[src/rtl/seg7_scan_display.sv]
// Four-digit common-anode hex display scanner with a shadow register loaded on the falling edge of iUpdate.
// Optional decimal-point support is enabled by defining SEG7_DP_EN.
module seg7_scan_display #(
  parameter int SCAN_DIV = 100000
) (
  input  logic        iClk,
  input  logic        inReset,
  input  logic [15:0] iData,
  input  logic        iUpdate,
  input  logic        iLzb,
`ifdef SEG7_DP_EN
  input  logic [3:0]  iDp,
  output logic        oDp,
`endif
  output logic [6:0]  oSeg,
  output logic [3:0]  oAn,
  output logic        oFrame
);

  localparam int PW = $clog2(SCAN_DIV);
  localparam logic [PW-1:0] LAST = PW'(SCAN_DIV - 1);

  logic [PW-1:0] prescaler;
  logic [1:0]    digit;
  logic [15:0]   shadow;
  logic          upd_prev;
  logic          scan_tick;
  logic          capture;
  logic          blank;
  logic [3:0]    nibble;
  logic [6:0]    seg_next;

  assign scan_tick = (prescaler == LAST);
  assign capture   = upd_prev & ~iUpdate;
  assign nibble    = shadow[{digit, 2'b00} +: 4];

  // A digit is blanked only when it and every more significant nibble are zero.
  always_comb begin
    blank = 1'b0;
    case (digit)
      2'd3:    blank = (shadow[15:12] == 4'h0);
      2'd2:    blank = (shadow[15:8] == 8'h00);
      2'd1:    blank = (shadow[15:4] == 12'h000);
      default: blank = 1'b0;
    endcase
    blank = blank & iLzb;
  end

  always_comb begin
    seg_next = 7'b1111111;
    case (nibble)
      4'h0: seg_next = 7'b1000000;
      4'h1: seg_next = 7'b1111001;
      4'h2: seg_next = 7'b0100100;
      4'h3: seg_next = 7'b0110000;
      4'h4: seg_next = 7'b0011001;
      4'h5: seg_next = 7'b0010010;
      4'h6: seg_next = 7'b0000010;
      4'h7: seg_next = 7'b1111000;
      4'h8: seg_next = 7'b0000000;
      4'h9: seg_next = 7'b0010000;
      4'hA: seg_next = 7'b0001000;
      4'hB: seg_next = 7'b0000011;
      4'hC: seg_next = 7'b1000110;
      4'hD: seg_next = 7'b0100001;
      4'hE: seg_next = 7'b0000110;
      4'hF: seg_next = 7'b0001110;
      default: seg_next = 7'b1111111;
    endcase
  end

  // Outputs are built from the pre-edge index and shadow, so a capture that lands
  // on a scan advance appears on the new digit one cycle later.
  always_ff @(posedge iClk) begin
    if (!inReset) begin
      prescaler <= '0;
      digit     <= 2'd0;
      shadow    <= 16'h0000;
      upd_prev  <= 1'b0;
      oSeg      <= 7'b1111111;
      oAn       <= 4'b1111;
      oFrame    <= 1'b0;
    end else begin
      upd_prev  <= iUpdate;
      if (capture) shadow <= iData;
      prescaler <= scan_tick ? '0 : prescaler + 1'b1;
      if (scan_tick) digit <= digit + 2'd1;
      oFrame    <= scan_tick && (digit == 2'd3);
      oAn       <= ~(4'b0001 << digit);
      oSeg      <= blank ? 7'b1111111 : seg_next;
    end
  end

`ifdef SEG7_DP_EN
  logic [3:0] dp_shadow;

  // The decimal point is never blanked.
  always_ff @(posedge iClk) begin
    if (!inReset) begin
      dp_shadow <= 4'h0;
      oDp       <= 1'b1;
    end else begin
      if (capture) dp_shadow <= iDp;
      oDp <= ~dp_shadow[digit];
    end
  end
`endif

endmodule
[config.mk]
export PLATFORM = sky130hd
export DESIGN_NAME = seg7_scan_display
export DESIGN_NICKNAME = d
export VERILOG_FILES = /design/src/rtl/seg7_scan_display.sv
export SDC_FILE = /design/constraint.sdc
export NUM_CORES = 1
export LEC_CHECK = 0
export BUFFER_PORTS_ARGS = -buffer_cell sky130_fd_sc_hd__buf_2
export CELL_PAD_IN_SITES_DETAIL_PLACEMENT = 1
export CELL_PAD_IN_SITES_GLOBAL_PLACEMENT = 1
export CORE_ASPECT_RATIO = 0.5
export CORE_MARGIN = 2
export CORE_UTILIZATION = 43
export CTS_CLUSTER_SIZE = 30
export DETAILED_ROUTE_END_ITERATION = 8
export PLACE_DENSITY = 0.75
export SLEW_MARGIN = 10
export SYNTH_ARGS = -nofsm -noshare
export SYNTH_HDL_FRONTEND = slang
export SYNTH_SLANG_ARGS = --single-unit
[constraint.sdc]
create_clock -name iClk -period 2.6 [get_ports iClk]
set_input_delay 0.13 -clock iClk [delete_from_list [all_inputs] [get_ports iClk]]
set_output_delay 0.13 -clock iClk [all_outputs]
set_load 0.01 [all_outputs]
**Word-level counts from Yosys, hierarchy flattened**

Memory sizes are Yosys's and may differ from the RTL's. A register that Yosys moved wholly into a read port is not among the register bits.
Cells that the tools add are included.

- Equal/unequal tests: 4
- Bitwise operators: 5
- Add/sub/neg operators: 2
- Multiplexer cells: 1
- Shift-type cells: 2
- Reduce and logical (&&, ||, !) cells: 6

Operators by type and width:

| kind | count |
|---|---|
| $add 17x1->17 const B | 1 |
| $eq 17x17->1 const B | 1 |
| $shiftx 16x5->4 | 1 |
| $logic_not 12->1 | 1 |
| $logic_not 8->1 | 1 |
| $eq 2x2->1 const B | 2 |
| $logic_not 4->1 | 1 |
| $not 4->4 | 1 |
| $reduce_or 2->1 | 2 |
| $shl 1x2->4 const A | 1 |
| $pmux 1 s3 | 1 |
| $add 2x1->2 const B | 1 |
| $and 1x1->1 | 2 |
| $eq 2x1->1 const B | 1 |
| $not 1->1 | 2 |
| $logic_and 1x1->1 | 1 |

- Memories: 1
- Register bits: 41
- Memory bits (read-only): 112

Memory list:

| memory | depth | bits a word | rd ports | clocked after Yosys merged registers in | write ports | line | text |
|---|---|---|---|---|---|---|---|
| (no name shown) | 16 | 7 | 1 | 1 | 0 | 51 | `case (nibble)` |

**Logic depth before layout (Yosys ltp)**

Gate-level depths: netlist (run 1).

- Word-level depth: 4
- Depth in mapped cells: 7
- Mapped depth without buffers: 6

**Worst setup path after synthesis (run 1)**

OpenSTA, ideal clock, no wires.

- Path kind: flip-flop to flip-flop
- Start point: register digit[0]
- End point: register oSeg[0]
- Data arrival time: 1875 ps
- Library setup time: 87 ps
- Slack: 638 ps
- Stages on the path, launching flop included: 8
- Path through: dfxtp_1 buf_6 mux4_2 inv_1 ha_1 nor2_1 a22o_1 o31ai_1

- Longest elaborated chain between the ends: 4
- Elaborated cells on any way between the ends: 7

Ends and longest elaborated chain:

| what | line | text |
|---|---|---|
| start: declaration | 24 | `logic [1:0] digit;` |
| start signal: assignment | 87 | `if (scan_tick) digit <= digit + 2'd1;` |
| $eq 2x1->1 / $eq 2x2->1 (equally long branches) | 40 | `case (digit)` |
| $pmux 1 s3 | 40 |  |
| $and 1x1->1 | 46 | `blank = blank & iLzb;` |
| $reduce_or 2->1 (no line) | n/a |  |
| end: declaration | 15 | `output logic [6:0] oSeg,` |

Parallel ways exist; a longest one is shown, timed or not.
A chain may end at the register's enable or synchronous reset.

**Final worst setup path (run 1)**

Same ends and word-level chain as after synthesis.

==> results.md, run 1 <==
- Post-route ant nets: 0
- Tmin final: 2.038 ns
- FFs w/ async S/R, synth: 0%
- Avg WL per Cell: 14.81 µm
- Switching share of power: 23.99%
- Drt pass-1 iters: 4
- Top_reg_cell synth: dfxtp_1
- Power Dens Cells: 516.1 mW/mm²
- CP startpoint kind: register
- CTS H-Tree Depth: 2
- Clock power share: 35.0%
- CTS Buf Count: 5
- Clock slew at reported path FFs: 0.09 ns
- Pre-CTS setup slack: 0.5651 ns
- Mean Syn Cell Area: 9.313 µm²
- Critical-path cell list: mux4_2 > inv_1 > ha_1 > nor2_1 > a22o_1 > o31ai_1
- Largest net degree at the start of global routing: 27
- Synth Warn #: 0
- Final setup margin: 0.5618 ns
- DR iter-0 viols: 98
- Largest family of logic cells by synthesized area: simple AND/OR/NAND/NOR gates
- R2r startpoint: digit[0]$_SDFFE_PN0P_
- Synth Area in Compound Gates: 10.62%
- Vias in the first global route: 1,871
- Post-synthesis adder-cell area fraction: 6.501%
- Post-Route WL: 5139 µm
- Slew Limit Fails: 0
- Setup bufs post-CTS: 0
- Gr ovfl total: 0
- Met3 wire len: 156 µm
- Min Hold Slack: 0.05032 ns
- Ratio of cells with drive above 1 in the final layout: 17.69%
- Wire length on met1: 2414 µm
- CTS tree: yes
- Unrepaired setup endpoints after global routing: false
- Worst-path fanout max: 6
- Rel. slew slack: 61.22%
- Mux contribution to synthesized area: 7.584%
- Setup violations, final: 0
- Die width: 107.6 µm
- Worst Path Arrival: 2.26 ns
- Slew @ Worst Pin: 0.5818 ns
- Seq cells post-synth: 48
- TritonCTS Sinks: 48
- Hold Fails Final Rpt: 0
- VDD IR max: 218.9 µV
- Top Ports: 32
- Post-Synth Simple-Gate Area: 23.78%
- Worst EP required: 2.83 ns
- LEAKAGE: 0.9745 nW
- DRC viols: 0
- I/O Buffers: 31
- Critical path's top delay family: multiplexers
- CTS Hold Buffers Added: 0
- Core Area: 0.005045 mm²
- Highest clock rate: 490.6 MHz
- Post-synth EDFFs: 0
- Fillers: 601
- Seq/Total Area, Yosys: 41.60%
- Cells after synthesis: 248
- Layout Nets: 308
- Synth cell types: 42
- Root buf cell: clkbuf_8
- Global-route wire length before repair: 8825 µm
- Highest-count cells in the layout ignoring fill and taps: dfxtp_1, nand2_1, buf_2, nor2_1, a21boi_0
- Synth Area in XOR/XNOR: 6.067%
- Area Growth Syn to Fin: 12.35%
- Worst Path Buf+Inv: 1
- Post-CTS sizing: 0
- Worst Setup SP: digit[0]$_SDFFE_PN0P_
- Initial Util: 45.78%
- Outcome: finished, final reports clean
- Slowest stage cell, crit path: mux4_2
- Critical path type: reg2reg
- Post-Syn Area: 0.002310 mm²
- Net switching power: 0.0003213 W
- Design internal power: 0.001018 W
- Crit-path max cell delay: 0.61 ns
- # rows: 18
- Total power: 0.001339 W
- CP Capture Type: register
- Top Metal Used: met4
- Worst hold start: iUpdate
- Via count: 1,809
- Reg2reg setup slack: 0.56 ns
- Die Y: 55.83 µm
- Antenna cells: 0
- Met2 wire len: 2472 µm
- Combinational Power Share: 7.6%
- Die area: 0.006009 mm²
- DP Wirelength: 3898 µm
- MaxCap Viol Count: 0
- Post-DR vias/cell: 5.213
- Commonest non-fill, non-tap cell in the layout: dfxtp_1
- Syn_nets: 280
- Fin Setup TNS: 0 ns
- Initial antenna violation count: 0
- Clk_lat worst skew: 0.30 ns
- CTS max path bufs: 2
- Worst Skew: 0.006245 ns
- Sequential group share of total power: 57.4%
- Tcrit/Tclk final: 78.39%
- GRT Resource Usage Total: 18.67%
- Class of the worst hold path: in2reg
- RePlAce Congestion: 0.8536
==> final cells by class <==
| type | instances | area, µm² | area share, % |
|---|---|---|---|
| multi-input combinational | 183 | 1260 | 48.55 |
| inverter | 5 | 18.77 | 0.7232 |
| clock buffer | 6 | 82.58 | 3.182 |
| sequential | 48 | 960.9 | 37.03 |
| clock inverter | 2 | 15.01 | 0.5786 |
| timing repair buffer | 33 | 170.2 | 6.557 |
| tap | 70 | 87.58 | 3.375 |
==> cells by family after synthesis <==
group	count (synthesis)
AND/OR/NAND/NOR	109
flip-flops	48
AO/OA/AOI/OAI	33
buffers and inverters	17
XOR/XNOR	16
multiplexers	13
adder cells (fa/ha/maj)	12
==> synth_stat cells, types with 4 or more instances <==
cell      instances  area, µm²
and3_1            5      31.28
nor2_1           18      67.56
a21boi_0         16      120.1
dfxtp_1          48      960.9
a21oi_1           4      20.02
nand3_1           8      40.04
xor2_1           11      96.34
and4_1            4      35.03
xnor2_1           5      43.79
ha_1             12      150.1
clkbuf_1          7      26.28
and2_1            5      31.28
inv_1             5      18.77
nand4_1           5      31.28
mux2i_1           7      70.07
nand2_1          45      168.9
==> metrics by stage <==
stage / instances / instance area [µm²] / utilization, %
2_1_floorplan: 248 / 2310 / -
3_3_place_gp: 339 / 2497 / 49.50
3_5_place_dp: 339 / 2497 / 49.50
4_1_cts: 347 / 2595 / 51.44
5_1_grt: 347 / 2595 / 51.44
6_report: 347 / 2595 / 51.44
==> final timing paths <==
kind | depth (start not counted) | to
worst max-delay path | 6 | oSeg[0]$_SDFF_PP1_
worst min-delay path | 2 | upd_prev$_SDFF_PN0_
worst max register to register | 6 | oSeg[0]$_SDFF_PP1_
worst min register to register | 1 | prescaler[0]$_SDFF_PP0_
==> per-layer routing <==
layer	up-vias	track usage, %
met3	9	4.215
met2	29	30.37
met1	855	23.82
met5	-	0
li1	916	-
met4	0	8.242
==> power by group through the flow <==
stage	clock, W	sequential (W)	combinational [W]
final	0.000468	0.000769	0.000102
after global routing	0.000521	0.000772	0.000115
after CTS	0.000492	0.000770	0.000104
after detailed placement	0	0.000787	0.000104
after global placement	0	0.000785	0.0000996
after floorplan	0	0.000787	0.0000621
==> registers in the layout (all words and copies together), names as in the netlist <==
register   flops
shadow        16
upd_prev       1
oSeg           7
oAn            4
oFrame         1
prescaler     17
digit          2
==> worst register-to-register path, stage by stage, from the launching register on <==
cell,delay (ns)
dfxtp_1,0.44
mux4_2,0.61
inv_1,0.14
ha_1,0.27
nor2_1,0.06
a22o_1,0.23
o31ai_1,0.22
No activity file was read; power rests on OpenSTA's default activity.
==> run 2: changes to the inputs <==
- ABC_AREA: not set -> 1
- CORE_UTILIZATION: 43 -> 41
- PLACE_DENSITY: 0.75 -> 0.76
- clock period: 2.6 -> 1.98 ns (I/O delays scaled with it)
==> run 2 against run 1 <==
  * Global-route usage up 0.94 points
  * Clock skew shrank 0.0033 ns
  * Utilization shrank 2.1 points
  * Clock power increased by 71%
  * Count of clock-buffer cells in the layout stayed put
  * Non-clock buffer count is the same
  * Cell area increased by 4.4%
  * Flip-flop and latch count is the same
  * Highest routed layer unchanged
  * First-iteration DRC count decreased by 31%
  * Worst setup slack lost 0.35 ns
  * Largest power group unchanged
  * Die area is 6.1% higher
==> results.md, run 2 <==
- Highest-count cells in the layout ignoring fill and taps: nand2_1, nor2_1, dfxtp_1, buf_2, inv_1
- DRC viols: 0 (unchanged)
- Fin Setup TNS: 0 ns (unchanged)
- Root buf cell: clkbuf_16
- Unrepaired setup endpoints after global routing: false
- DR iter-0 viols: 68 (-31%)
- Post-synth EDFFs: 0 (unchanged)
- Avg WL per Cell: 13.27 µm (-10%)
- Worst Path Arrival: 2.00 ns (-0.26 ns)
- Critical path type: reg2reg
- Cells after synthesis: 326 (+31%)
- Mean Syn Cell Area: 7.192 µm² (-23%)
- Total power: 0.001989 W (+48%)
- Final Util: 49.33% (-2.1 points)
- Clk_lat worst skew: 0.28 ns (-0.02 ns)
- Critical path's top delay family: simple AND/OR/NAND/NOR gates
- Post-CTS sizing: 1 (+1)
- Hold Fails Final Rpt: 0 (unchanged)
- Die Y: 57.48 µm (+3.0%)
- GRT Resource Usage Total: 19.61% (+0.94 points)
- Top_reg_cell synth: dfxtp_1
- Class of the worst hold path: in2reg
- Critical-path cell list: buf_4 > nand2_1 > nand3_1 > nand2_1 > inv_1 > ha_1 > nand3_1 > nand2_1 > nand2_1 > nand2_1 > inv_1 > nand2_1
- Core Area: 0.005492 mm² (+8.9%)
- Max reg flops: 17 (unchanged)
- Area share of the largest cell type after synthesis: 40.98% (-0.62 points)
- Seq/Total Area, Yosys: 40.98% (-0.62 points)
- Drt pass-1 iters: 4 (unchanged)
- Yosys top cell by area: dfxtp_1
- End of the worst hold path: upd_prev$_SDFF_PN0_
- Setup violations, final: 0 (unchanged)
- Ratio of cells with drive above 1 in the final layout: 16.67% (-1.0 points)
- Worst Path Buf+Inv: 3 (+2)
- Worst Skew: 0.002964 ns (-0.003281 ns)
- Layout Nets: 392 (+27%)
- I/O Buffers: 31 (unchanged)
- LEAKAGE: 1.185 nW (+22%)
- R2r startpoint: digit[0]$_SDFFE_PN0P_
- Syn_nets: 358 (+28%)
- Synth cell types: 26 (-38%)
- Antenna cells: 0 (unchanged)
- Worst EP required: 2.21 ns (-0.62 ns)
- Post-route ant nets: 0 (unchanged)
- Largest register by flop count: prescaler
- CTS Buf Count: 5 (unchanged)
- Initial antenna violation count: 0 (unchanged)
- Post-Syn Area: 0.002345 mm² (+1.5%)
- Die width: 110.9 µm (+3.1%)
- Largest net degree at the start of global routing: 26 (-3.7%)
- Top Ports: 32 (unchanged)
- Slew Limit Fails: 0 (unchanged)
- Post-Route WL: 5745 µm (+12%)
- Area Growth Syn to Fin: 15.53%
- Final Cell Area: 0.002709 mm² (+4.4%)
- Slew @ Worst Pin: 0.4502 ns (-0.1315 ns)
- Rel. slew slack: 69.99% (+8.8 points)
- FFs w/ async S/R, synth: 0% (unchanged)
- Area of placed instances: 0.002569 mm² (+2.9%)
- Power Dens Cells: 734.2 mW/mm² (+42%)
- CTS H-Tree Depth: 2 (unchanged)
- Tcrit/Tclk final: 89.50% (+11 points)
- Met3 usage: 5.207% (+0.99 points)
- Reg2reg setup slack: 0.21 ns (-0.35 ns)
- DP Wirelength: 4298 µm (+10%)
- Slowest stage cell, crit path: dfxtp_2
- Worst reg2reg path depth: 12 (+6)
- Commonest non-fill, non-tap cell in the layout: nand2_1
- Post-DR vias/cell: 4.919 (-5.6%)
- RePlAce Congestion: 0.8109 (-5.0%)
- Outcome: finished, final reports clean
- Routing usage on met1: 22.75% (-1.1 points)
- Gr ovfl total: 0 (unchanged)
- Worst-path fanout max: 7 (+1)
- GRT Max-Usage Layer: met2
- Largest regs: prescaler x17, shadow x16, oSeg x7
- Met2 usage: 37.25% (+6.9 points)
- Synth top area cells: dfxtp_1, nand2_1, nor2_1, ha_1, nand3_1
- Highest clock rate: 564.3 MHz (+15%)
- Die area: 0.006377 mm² (+6.1%)
- Count leader, synth: nand2_1
- Via count: 2,130 (+18%)
- Tmin final: 1.772 ns (-0.2662 ns)
- CP Capture Type: register
- Worst hold start: iUpdate
- Crit-path max cell delay: 0.41 ns (-0.20 ns)
- TritonCTS Sinks: 48 (unchanged)
- CP most frequent cell: nand2_1
- CTS tree: yes
- Vias in the first global route: 2,268 (+21%)
- Hold depth: 3 (+1)
- CP startpoint kind: register
- Clock slew at reported path FFs: 0.06 ns (-0.03 ns)
- Initial Util: 42.70% (-3.1 points)
- VDD IR max: 398.9 µV (+82%)
- R2R Path End: oSeg[0]$_SDFF_PP1_
- Fillers: 726 (+21%)
- MaxCap Viol Count: 0 (unchanged)
- # rows: 19 (+1)
- Global-route wire length before repair: 10,090 µm (+14%)
- Setup bufs post-CTS: 0 (unchanged)
- Seq cells post-synth: 48 (unchanged)
- CTS Hold Buffers Added: 0 (unchanged)
- Commonest cells in the netlist: nand2_1, nor2_1, dfxtp_1, inv_1, nand3_1
- Synth Warn #: 0 (unchanged)
- CTS max path bufs: 2 (unchanged)
==> run 2: cell types whose count changed after synthesis, moves of 7 or more <==
cell      delta
inv_1       +21
a21oi_1      +9
nor2_1      +40
mux2i_1      -7
xor2_1       -7
o21ai_0     +19
nand2_1     +37
nand3_1     +15
a21boi_0    -16
==> run 2: worst max path at each step <==
stage | cells after the start | start | slack (ns) | endpoint
finish | 12 | digit[0]$_SDFFE_PN0P_ | 0.21 | oSeg[0]$_SDFF_PP1_
global route | 12 | digit[0]$_SDFFE_PN0P_ | 0.003 | oSeg[0]$_SDFF_PP1_
CTS | 11 | digit[1]$_SDFFE_PN0P_ | 0.02 | oSeg[0]$_SDFF_PP1_
detailed placement | 8 | digit[1]$_SDFFE_PN0P_ | 0.003 | oSeg[1]$_SDFF_PP1_
global placement | 8 | digit[1]$_SDFFE_PN0P_ | 0.1 | oSeg[1]$_SDFF_PP1_
floorplan | 13 | digit[0]$_SDFFE_PN0P_ | 0.40 | oSeg[0]$_SDFF_PP1_
==> run 2: tightest hold or removal path: cells and delay by family <==
kind                   cells  cell delay (ns)
and+or+nand+nor            1             0.04
buffers and inverters      2             0.13
==> run 2: report_power, final <==
group,total (W),switching (W),internal (W)
clock network,0.000799,0.000340,0.000459
registers,0.00102,0.0000204,0.00100
logic,0.000166,0.000103,0.0000638
==> run 2: final cells by class <==
class                   count  area [µm²]  share of cell area, %
clock inverters             1       5.005                 0.1848
inverters                  30       115.1                  4.249
repair buffers             33       170.2                  6.282
clock buffers               6       128.9                  4.758
flip-flops and latches     48       963.4                  35.57
well taps                  73       91.34                  3.372
multi-input cells         242        1235                  45.59
==> run 2: logic make-up after synthesis <==
| logic type | count (synthesis) | synth area share [%] |
|---|---|---|
| AND/OR/NAND/NOR | 190 | 36.50 |
| flip-flops | 48 | 40.98 |
| buffers and inverters | 36 | 6.510 |
| AO/OA/AOI/OAI | 34 | 7.364 |
| adder cells (fa/ha/maj) | 12 | 6.403 |
| XOR/XNOR | 6 | 2.241 |
==> run 2: per-layer routing <==
| metal | vias to the layer above | part of all wire (%) |
|---|---|---|
| met3 | 9 | 3.0 |
| met1 | 1007 | 46 |
| li1 | 1097 | - |
| met5 | - | 0 |
| met2 | 17 | 50 |
| met4 | 0 | 0.94 |
==> run 2: through the flow <==
step / std cells / worst slack, ns / hold slack, ns
floorplan: 326 / 0.3993 / 0.1879
global placement: 426 / 0.09792 / 0.2945
detailed placement: 426 / 0.002894 / 0.3150
CTS: 433 / 0.02402 / 0.01930
global route: 433 / 0.002818 / 0.02202
finish: 433 / 0.2080 / 0.01726
